<file path="src/rtl/hamm_pkg.sv">
// Shared definitions for the extended Hamming (8,4) SEC-DED decoder:
// syndrome-to-bit constants and the decode result record.
package hamm_pkg;

  localparam logic [2:0] SYN_C7 = 3'd7;
  localparam logic [2:0] SYN_C6 = 3'd3;
  localparam logic [2:0] SYN_C5 = 3'd5;
  localparam logic [2:0] SYN_C4 = 3'd6;
  localparam logic [2:0] SYN_C3 = 3'd1;
  localparam logic [2:0] SYN_C2 = 3'd2;
  localparam logic [2:0] SYN_C1 = 3'd4;

  typedef struct packed {
    logic [3:0] data;
    logic       corr;
    logic       uncorr;
  } dec_t;

endpackage

</file>
<file path="src/rtl/hamm84_dec_comb.sv">
// Purely combinational SEC-DED decode of one 8-bit extended Hamming codeword.
// Data lives in c[7:4]; uncorrectable words pass the raw data through.
module hamm84_dec_comb
  import hamm_pkg::*;
(
  input  logic [7:0] code,
  output dec_t       dec
);

  logic [2:0] syn;
  logic       par;
  logic [7:0] fixed;

  always_comb begin
    syn   = {code[7] ^ code[5] ^ code[4] ^ code[1],
             code[7] ^ code[6] ^ code[4] ^ code[2],
             code[7] ^ code[6] ^ code[5] ^ code[3]};
    par   = ^code;
    fixed = code;
    dec   = '0;
    if (par) begin
      // Odd overall parity: exactly one flipped bit; zero syndrome points at c0.
      case (syn)
        SYN_C7:  fixed[7] = ~code[7];
        SYN_C6:  fixed[6] = ~code[6];
        SYN_C5:  fixed[5] = ~code[5];
        SYN_C4:  fixed[4] = ~code[4];
        SYN_C3:  fixed[3] = ~code[3];
        SYN_C2:  fixed[2] = ~code[2];
        SYN_C1:  fixed[1] = ~code[1];
        default: fixed[0] = ~code[0];
      endcase
      dec.corr = 1'b1;
    end else if (syn != 3'd0) begin
      dec.uncorr = 1'b1;
    end
    dec.data = fixed[7:4];
  end

endmodule

</file>
<file path="src/rtl/hamm_dec_arbiter.sv">
// Round-robin arbiter sharing one SEC-DED decoder among NCH channels, with a
// registered response port and saturating corrected/uncorrectable counters.
module hamm_dec_arbiter
  import hamm_pkg::*;
#(
  parameter  int NCH = 4,
  parameter  int CW  = 16,
  localparam int CHW = $clog2(NCH)
) (
  input  logic             clk,
  input  logic             reset,
  input  logic [NCH-1:0]   req_valid,
  output logic [NCH-1:0]   req_ready,
  input  logic [8*NCH-1:0] req_code,
  output logic             rsp_valid,
  input  logic             rsp_ready,
  output logic [CHW-1:0]   rsp_ch,
  output logic [3:0]       rsp_data,
  output logic             rsp_corr,
  output logic             rsp_uncorr,
  input  logic             cnt_clr,
  output logic [CW-1:0]    corr_cnt,
  output logic [CW-1:0]    uncorr_cnt
);

  logic [CHW-1:0] rr_ptr_reg;
  logic [CHW-1:0] grant;
  logic [CHW:0]   idx;
  logic           found;
  logic           free;
  logic           xfer;
  logic           rsp_hs;
  logic [7:0]     code_arr [NCH];
  dec_t           dec;

  for (genvar gi = 0; gi < NCH; gi++) begin : g_slice
    assign code_arr[gi] = req_code[8*gi +: 8];
  end

  assign free   = !rsp_valid || rsp_ready;
  assign rsp_hs = rsp_valid && rsp_ready;

  // First requester at or after rr_ptr, wrapping at NCH (not necessarily a power of 2).
  always_comb begin
    found = 1'b0;
    grant = '0;
    idx   = '0;
    for (int k = 0; k < NCH; k++) begin
      idx = {1'b0, rr_ptr_reg} + (CHW+1)'(k);
      if (idx >= (CHW+1)'(NCH)) idx = idx - (CHW+1)'(NCH);
      if (!found && req_valid[idx[CHW-1:0]]) begin
        found = 1'b1;
        grant = idx[CHW-1:0];
      end
    end
  end

  assign xfer = reset && free && found;

  always_comb begin
    req_ready = '0;
    if (xfer) req_ready[grant] = 1'b1;
  end

  hamm84_dec_comb u_dec (
    .code (code_arr[grant]),
    .dec  (dec)
  );

  always_ff @(posedge clk) begin
    if (!reset) begin
      rsp_valid  <= 1'b0;
      rsp_ch     <= '0;
      rsp_data   <= '0;
      rsp_corr   <= 1'b0;
      rsp_uncorr <= 1'b0;
      rr_ptr_reg <= '0;
      corr_cnt   <= '0;
      uncorr_cnt <= '0;
    end else begin
      if (free) begin
        rsp_valid <= xfer;
        if (xfer) begin
          rsp_ch     <= grant;
          rsp_data   <= dec.data;
          rsp_corr   <= dec.corr;
          rsp_uncorr <= dec.uncorr;
        end
      end
      if (xfer) rr_ptr_reg <= (grant == CHW'(NCH-1)) ? '0 : grant + 1'b1;
      // Counters track delivered responses, so they advance on the output handshake.
      if (cnt_clr) begin
        corr_cnt   <= '0;
        uncorr_cnt <= '0;
      end else if (rsp_hs) begin
        if (rsp_corr && corr_cnt != '1) corr_cnt <= corr_cnt + 1'b1;
        if (rsp_uncorr && uncorr_cnt != '1) uncorr_cnt <= uncorr_cnt + 1'b1;
      end
    end
  end

endmodule

</file>
<file path="config.mk">
export PLATFORM = sky130hd
export DESIGN_NAME = hamm_dec_arbiter
export DESIGN_NICKNAME = d
export VERILOG_FILES = /design/src/rtl/hamm_pkg.sv /design/src/rtl/hamm84_dec_comb.sv /design/src/rtl/hamm_dec_arbiter.sv
export SDC_FILE = /design/constraint.sdc
export NUM_CORES = 1
export LEC_CHECK = 0
export CAP_MARGIN = 20
export CORE_MARGIN = 4
export CORE_UTILIZATION = 43
export CTS_BUF_LIST = sky130_fd_sc_hd__clkbuf_2
export DETAILED_ROUTE_END_ITERATION = 16
export HOLD_SLACK_MARGIN = 0.1
export PLACE_DENSITY = 0.79
export SLEW_MARGIN = 30
export SYNTH_ARGS = -nofsm -noshare
export SYNTH_HDL_FRONTEND = slang
export SYNTH_SLANG_ARGS = --single-unit
</file>
<file path="constraint.sdc">
create_clock -name clk -period 2.6 [get_ports clk]
set_input_delay 0.26 -clock clk [delete_from_list [all_inputs] [get_ports clk]]
set_output_delay 0.26 -clock clk [all_outputs]
set_load 0.01 [all_outputs]
</file>
-- After elaboration in Yosys (flattened, before gate mapping)
Cells that the tools add are included.
- bits in writable memories: 0
- bits in latches: 0
- output and inout bits: 45
- logic and storage cells: 117
- memories kept: 0
- register bits after elaboration: 43
- bits of input ports: 40
- ROM bits: 0
- bitwise logic cells: 18
- mux-type cells: 39
- equality and inequality tests: 10
- multipliers: 0
- $lt $le $gt $ge: 11
- add/sub/neg operators: 10
- reductions and logical operators: 21
- divide/modulo/power cells: 0
- shift-type cells: 0
- operator list (cell ; number):
    16-bit by 1-bit adder with 16-bit output (second input constant) ; 2
    16-bit inequality test (second input constant) ; 2
    8-bit 2-to-1 mux ; 3
    1-bit 2-to-1 mux ; 20
    2-bit 2-to-1 mux ; 9
    8-bit binary-select mux with 2-bit select ; 1
    2-bit by 3-bit less-than comparator with 1-bit output (second input constant) ; 5
    3-bit equality test (second input constant) ; 4
    3-bit >= comparator (second input constant) ; 4
    1-bit logical AND ; 9
    1-bit NOT ; 9
    1-bit binary-select mux with 2-bit select ; 4
    8-bit parity ; 1
    2-bit by 1-bit subtractor with 2-bit output (second input constant) ; 4
    1-bit bitwise XOR ; 8
    7-bit OR reduction ; 1
    2-bit by 2-bit adder with 3-bit output (second input constant) ; 2
    3-bit by 2-bit equality test with 1-bit output (second input constant) ; 2
    2-bit AND reduction ; 3
    1-bit logical NOT ; 4
    4-bit 2-to-1 mux ; 1
    2-bit by 1-bit adder with 3-bit output (second input constant) ; 1
    3-bit by 1-bit equality test with 1-bit output (second input constant) ; 1
    2-bit by 3-bit >= comparator with 1-bit output (second input constant) ; 1
    8 further kinds ; 8

-- Depth between registers and ports, before layout
Gate-level depths: netlist of run 1.
- word-level depth: 25
- gate-level depth with buffers: 12
- depth with buffers taken out: 11

-- By module
From an unflattened synthesis of run 1, not the netlist that was laid out.
- cell total of the unflattened synthesis: 318
- area total of the unflattened synthesis: 2666.3 µm²
- modules (own cells, without submodules) (module ; sequential area each (µm²) ; area an instance (µm²) ; times used ; cells an instance):
    hamm_dec_arbiter ; 860.8 ; 2377.3 ; 1 ; 280
    hamm84_dec_comb ; 0.0 ; 289.0 ; 1 ; 38

-- Worst setup path before layout of run 1
OpenSTA, ideal clock, no wires.
- kind: register -> register
- from: register rr_ptr_reg[0]
- to: register rsp_data[1]
- required time: 2.538 ns
- setup time: 0.062 ns
- arrival time: 2.768 ns
- cell stages (with the launch flop): 13
- buffers on the path: 2
- clock period less this slack: 2.831 ns
- path slack: -0.231 ns
- cell sequence: dfxtp_1 -> nand2b_1 -> a21o_1 -> and3b_1 -> buf_6 -> buf_12 -> mux2i_1 -> mux2_2 -> xor2_1 -> xnor2_2 -> xnor3_1 -> or4_1 -> nand3_1
- cells in the longest elaborated chain, start to end: 24
- elaborated cells on any way between the ends: 56
- those cells by class: add/sub: 7; order compare: 4; eq/ne: 1; mux: 25; bitwise: 10; reduce/logical: 9
- RTL lines (item ; line ; text):
    start: declaration ; hamm_dec_arbiter.sv:26 ; logic [CHW-1:0] rr_ptr_reg;
    start signal: assignment ; hamm_dec_arbiter.sv:90 ; if (xfer) rr_ptr_reg <= (grant == CHW'(NCH-1)) ? '0 : grant + 1'b1;
    parallel branches: the longest is 24 deep, another holds 2-bit by 1-bit adder with 3-bit output ; - ;
    end signal: assignment ; hamm_dec_arbiter.sv:85 ; rsp_data <= dec.data;
    end: declaration ; hamm_dec_arbiter.sv:18 ; output logic [3:0] rsp_data,
Several ways; the timed one is not identified. The select of a mux whose other input is x is not followed.
A chain may end at the register's enable or synchronous reset.

-- Worst setup path in the final report of run 1
Same ends and word-level chain as after synthesis.

==> results of run 1 <==
[synthesized netlist by cell type (2+ instances only)]
cell type,number
a31o_2,2
and3_1,3
o21ai_0,9
nand2_1,24
nand3_1,13
xnor2_2,2
ha_1,6
and4_1,3
nor2b_1,6
a21oi_1,12
xnor2_1,12
clkbuf_1,6
nand4_1,10
or2_2,2
dfxtp_1,43
mux2i_1,18
and2_1,5
inv_1,3
nor2_1,34
nand2b_1,8
a21oi_2,2
mux2_2,5
or3_1,4
xor2_1,23
a31oi_1,4
[worst max-delay path: stages (launching register included)]
cell and delay [ns]:
dfxtp_2 0.38, nand2b_4 0.14, a21o_1 0.15, and3b_1 0.19, buf_12 0.16, mux2i_2 0.15, a22o_4 0.27, buf_4 0.16
xnor2_4 0.14, xnor2_1 0.15, or2_4 0.26, or4_1 0.46, nand3_1 0.07
[layout make-up]
type                       count  area [um^2]
fill                         444         1798
clock inverter                 3        15.01
inverter                       4        15.01
tap                           72        90.09
multi-input combinational    225         1678
timing repair buffer         116         1090
clock buffer                   5        25.02
sequential                    43        863.3
[kinds of logic after synthesis]
| family | count (synthesis) | share of synthesized area |
|---|---|---|
| buf+inv | 13 | 0.03050 |
| fa+ha+maj | 6 | 0.03000 |
| compound gates | 40 | 0.1125 |
| mux | 23 | 0.09450 |
| simple gates | 117 | 0.2330 |
| xor+xnor | 39 | 0.1555 |
| flops | 43 | 0.3440 |
[worst paths after layout]
check                           slack, ns           to
worst max-delay path                -0.12  rsp_data[1]
worst min-delay path                 0.40    rsp_valid
worst max register to register      -0.12  rsp_data[1]
worst min register to register       0.49    rsp_ch[1]
[metal layers]
metal | wire length [um] | global-route usage
met1 | 2469 | 0.1907
met4 | 65 | 0.03509
met2 | 3124 | 0.3020
met5 | 0 | 0
met3 | 447 | 0.04711
[through the flow]
stage            util  cells
2_1_floorplan       -    281
5_1_grt        0.6774    468
3_5_place_dp   0.6534    459
4_1_cts        0.6680    467
6_report       0.6774    468
3_3_place_gp   0.6534    459
[power groups by stage]
stage	clock [W]	sequential [W]	combinational, W
floorplan	0	0.000781	0.000799
global placement	0	0.000770	0.00137
detailed placement	0	0.000772	0.00139
CTS	0.000279	0.000758	0.00147
global route	0.000301	0.000765	0.00168
finish	0.000273	0.000759	0.00157
[repair_timing]
action	CTS	global route
buffers inserted	0	1
pin swaps	4	1
resized for setup	15	7
endpoints found under the setup margin	10	6
==> out/metrics.cfg, run 1 <==
[clock_tree]
clkLatencyLatePin_ns = 0.41
cts_root_buffer = clkbuf_2
htree_levels = 2
clkTransAtPathRegs_ns = 0.20
cts_sinks = 43
holdBufCountCts = 0
cts_buffers = 5
clockBufferDepth = 2
cts_tree = yes

[synthesis]
synth-edff-count = 0
yosys_warnings = 0
synthArstFlopShare = 0
synth_nets = 327
synthTopCellsByArea = dfxtp_1 (34%), xor2_1 (8.0%), mux2i_1 (7.2%)
syn-instance-count = 281
syn_area_um2 = 2502
yosys.area.top_type = dfxtp_1
syn_avg_cell_area_um2 = 8.905
yosys.cell_types.count = 47
ys_seq_elements = 43
ys_seq_area_frac = 0.3440
yosys_most_used_dff = dfxtp_1
synth_top_area_share = 0.3440

[global_route]
gr-total-overflow = 0
grtUsageTotal = 0.1652
grt_start_max_net_pins = 21
grt_pass1_vias = 2235
grt_pass1_wl_um = 9915
antenna_found_initial = 0

[floorplan]
io_pins = 85
core_um2 = 5574
die-area_um2 = 7104
die_height_um = 84.29
start_util = 0.4489
die_w_um = 84.29
rows = 27

[layout]
final_cell_mix = clkdlybuf4s50_1 (78), dfxtp_1 (41), nor2_1 (34)
synthToLayoutAreaGrowth_pct = 50.90
final_common_cell = clkdlybuf4s50_1
final_nets = 441
drive_gt1_frac = 0.1742
stdcell_area_um2 = 3776
n_antenna_cell = 0
reg_top3 = corr_cnt (16), uncorr_cnt (16), rsp_data (4)

[worst_setup_path]
cp-start-kind = flop
arrival_ns = 3.07
cp_data_required_time_ns = 2.95
r2r_start = rr_ptr_reg[0]
crit_path_start = rr_ptr_reg[0]
cp_max_fo = 17
reg2reg_depth = 12
criticalPathCategory = flop to flop
cp-end-kind = flop

[routing]
routedWlPerCell_um = 13.05
drc = 0
drt_wl_total_um = 6106
drt_iter0_drc = 90
drtAntennaViolNets = 0
drtPass1Iterations = 4
via_per_inst = 5.017
vias = 2348

[min_path]
holdCritStartpoint = req_valid[2]
min_path_type = primary input to flop
hold_path_depth = 3

[sta]
tightestPinTransition_ns = 0.7131
max-slew-margin-rel = 0.5246
finalHoldViolCount = 0
rsz0062_at_grt = true
finalWorstSetupSlack_ns = -0.1172
setup_viol = 5
finClkSkew_ns = 0.01790
fin_crit_sh = 1.045
holdWs_ns = 0.3951
fmaxAchievable_mhz = 368.0
slew_viol_final = 0
setup_tns_ns = -0.2110
layout_min_cycle_time_ns = 2.717

[power_and_ir_drop]
ir_drop_uv = 471.2
seq_power_share = 0.292
pwr-share-clk = 0.105
p_comb_frac = 0.603
power.density_nw_per_um2 = 688.4
sw_frac_of_total = 0.3614
fin_total_pwr_w = 0.002600
switching_power_w = 0.0009394
leakagePower_nw = 1.447
p_int_w = 0.001660

[placed_design]
numPortBuffers = 84
postPlaceCellArea_um2 = 3642
post-dp-hpwl_um = 4957
gp_congestion = 0.8867
pre_cts_slack_ns = -0.6346

[flow_run]
drv_cap = 0

[outcome]
violations = setup timing
status = complete, but fails checks

Power figures use the tool's default switching activity.
==> run 2, diff against run 1 <==
--- a/config.mk
+++ b/config.mk
@@ -7,11 +7,10 @@
 export LEC_CHECK = 0
 export CAP_MARGIN = 20
 export CORE_MARGIN = 4
-export CORE_UTILIZATION = 43
+export CORE_UTILIZATION = 35
 export CTS_BUF_LIST = sky130_fd_sc_hd__clkbuf_2
 export DETAILED_ROUTE_END_ITERATION = 16
 export HOLD_SLACK_MARGIN = 0.1
-export PLACE_DENSITY = 0.79
 export SLEW_MARGIN = 30
 export SYNTH_ARGS = -nofsm -noshare
 export SYNTH_HDL_FRONTEND = slang
==> constraint.sdc (replaced) <==
create_clock -name clk -period 3 [get_ports clk]
set_input_delay 0.3 -clock clk [delete_from_list [all_inputs] [get_ports clk]]
set_output_delay 0.3 -clock clk [all_outputs]
set_load 0.01 [all_outputs]
==> out/metrics.cfg, run 2 (same netlist as run 1, synthesis figures left out) <==
[global_route]
grtUsageTotal = 0.1435
grt_pass1_vias = 2226
grt_pass1_wl_um = 10160
grt_start_max_net_pins = 21
gr-total-overflow = 0
antenna_found_initial = 0

[clock_tree]
clkTransAtPathRegs_ns = 0.21
htree_levels = 2
cts_root_buffer = clkbuf_2
clkLatencyLatePin_ns = 0.38
cts_tree = yes
holdBufCountCts = 0
clockBufferDepth = 2
cts_sinks = 43
cts_buffers = 5

[sta]
slew_viol_final = 0
fin_crit_sh = 0.9674
rsz0062_at_grt = true
finClkSkew_ns = 0.005443
tightestPinTransition_ns = 0.7176
finalWorstSetupSlack_ns = 0.09787
setup_viol = 0
setup_tns_ns = 0
layout_min_cycle_time_ns = 2.902
fmaxAchievable_mhz = 344.6
finalHoldViolCount = 0
max-slew-margin-rel = 0.5216

[routing]
drt_wl_total_um = 6093
via_per_inst = 4.710
routedWlPerCell_um = 12.43
drtAntennaViolNets = 0
vias = 2308
drc = 0
drt_iter0_drc = 71
drtPass1Iterations = 4

[placed_design]
gp_congestion = 0.8269
postPlaceCellArea_um2 = 3645
pre_cts_slack_ns = -0.3393
numPortBuffers = 84
placedCellCount = 481
post-dp-hpwl_um = 4975

[layout]
synthToLayoutAreaGrowth_pct = 48.05
fill_cells = 659
final_nets = 439
multi_input_area_um2 = 1573
drive_gt1_frac = 0.1497
final_common_cell = clkdlybuf4s50_1
final_cell_mix = clkdlybuf4s50_1 (84), dfxtp_1 (41), nor2_1 (34)
n_antenna_cell = 0
seqCellArea_um2 = 863.3
final_cells = 490
stdcell_area_um2 = 3705
reg_top3 = corr_cnt (16), uncorr_cnt (16), rsp_data (4)

[floorplan]
die_height_um = 92.56
rows = 30
start_util = 0.3643
die-area_um2 = 8566
die_w_um = 92.56
io_pins = 85
core_um2 = 6869

[min_path]
hold_path_depth = 2
worstHoldEndpoint = rsp_ch[1]
holdCritStartpoint = rsp_ch[1]
min_path_type = flop to flop

[worst_setup_path]
cp-start-kind = primary input
criticalPathCategory = primary input to flop
path_cells = clkdlybuf4s50_1 > nor2b_2 > o21ai_1 > and3b_1 > buf_12 > mux2i_1 > mux2_2 > xor2_2 > xnor2_2 > xnor3_1 > or4_1 > nand3_1
crit_family = simple AND/OR/NAND/NOR gates
cp_data_required_time_ns = 3.34
cp-end-kind = flop
cp_slowest_stage_delay_ns = 0.52
cp.buffers_inverters = 2
r2r_slack_ns = 0.13
cpMaxStageDelayCell = or4_1
arrival_ns = 3.24
r2r_start = rr_ptr_reg[0]
r2r_end = rsp_data[1]
crit_path_start = req_valid[2]
cp_max_fo = 15
reg2reg_depth = 11

[power_and_ir_drop]
p_int_w = 0.001402
sw_frac_of_total = 0.3537
pwr-share-clk = 0.113
seq_power_share = 0.305
fin_total_pwr_w = 0.002170
ir_drop_uv = 345.6
leakagePower_nw = 1.373
switching_power_w = 0.0007674
power.density_nw_per_um2 = 585.7
p_comb_frac = 0.582

[flow_run]
drv_cap = 0

[outcome]
status = finished clean

run 2: changes by cell type in the layout (fill, tap and decap cells not counted), moves of 3 or more:
cell             before  now
mux2_4                3    0
mux2_2                2    5
clkdlybuf4s50_1      78   84
xnor2_1               9   12
dlygate4sd2_1         6    0
run 2: worst max-delay path by stage:
stage	endpoint	slack, ns	cells after the start
3_5_place_dp	rsp_data[1]	-0.34	12
5_1_grt	rsp_data[1]	-0.003	11
4_1_cts	rsp_data[1]	0.08	12
3_3_place_gp	rsp_data[1]	-0.23	13
6_report	rsp_data[1]	0.1	12
2_1_floorplan	rsp_data[1]	0.14	12
run 2: routing by layer:
metal,share of wire,up-vias,GRT usage
met4,0.0072,0,0.02970
li1,-,1200,-
met1,0.44,1045,0.1726
met5,0,-,0
met3,0.063,4,0.04793
met2,0.49,59,0.2483
run 2: per-stage QoR:
step	util	hold WS [ns]
2_1_floorplan	-	0.4738
3_3_place_gp	0.5306	0.4771
3_5_place_dp	0.5306	0.4857
4_1_cts	0.5368	0.5094
5_1_grt	0.5393	0.5548
6_report	0.5393	0.5015
run 2: final cells by class:
class | instances | share of cell area
Inverter | 4 | 0.004053
Sequential cell | 43 | 0.2330
Clock inverter | 2 | 0.003377
Tap cell | 96 | 0.03242
Multi-Input combinational cell | 225 | 0.4245
Timing Repair Buffer | 114 | 0.2945
Clock buffer | 6 | 0.008105
run 2: power groups by stage:
| stage | clock network (W) | registers (W) | logic [W] |
|---|---|---|---|
| 6_report | 0.000246 | 0.000661 | 0.00126 |
| 3_5_place_dp | 0 | 0.000671 | 0.00124 |
| 5_1_grt | 0.000294 | 0.000667 | 0.00137 |
| 4_1_cts | 0.000262 | 0.000661 | 0.00125 |
| 3_3_place_gp | 0 | 0.000671 | 0.00123 |
| 2_1_floorplan | 0 | 0.000676 | 0.000683 |
run 2: tightest hold or removal path: stages (launching register included):
cell and delay [ns]:
dfxtp_1 0.36, nand3_1 0.06, o21ai_0 0.06
run 2: repair_timing:
action,4_1_cts,5_1_grt
setup endpoints to repair,0,2
setup buffers,0,1
resized for setup,0,3
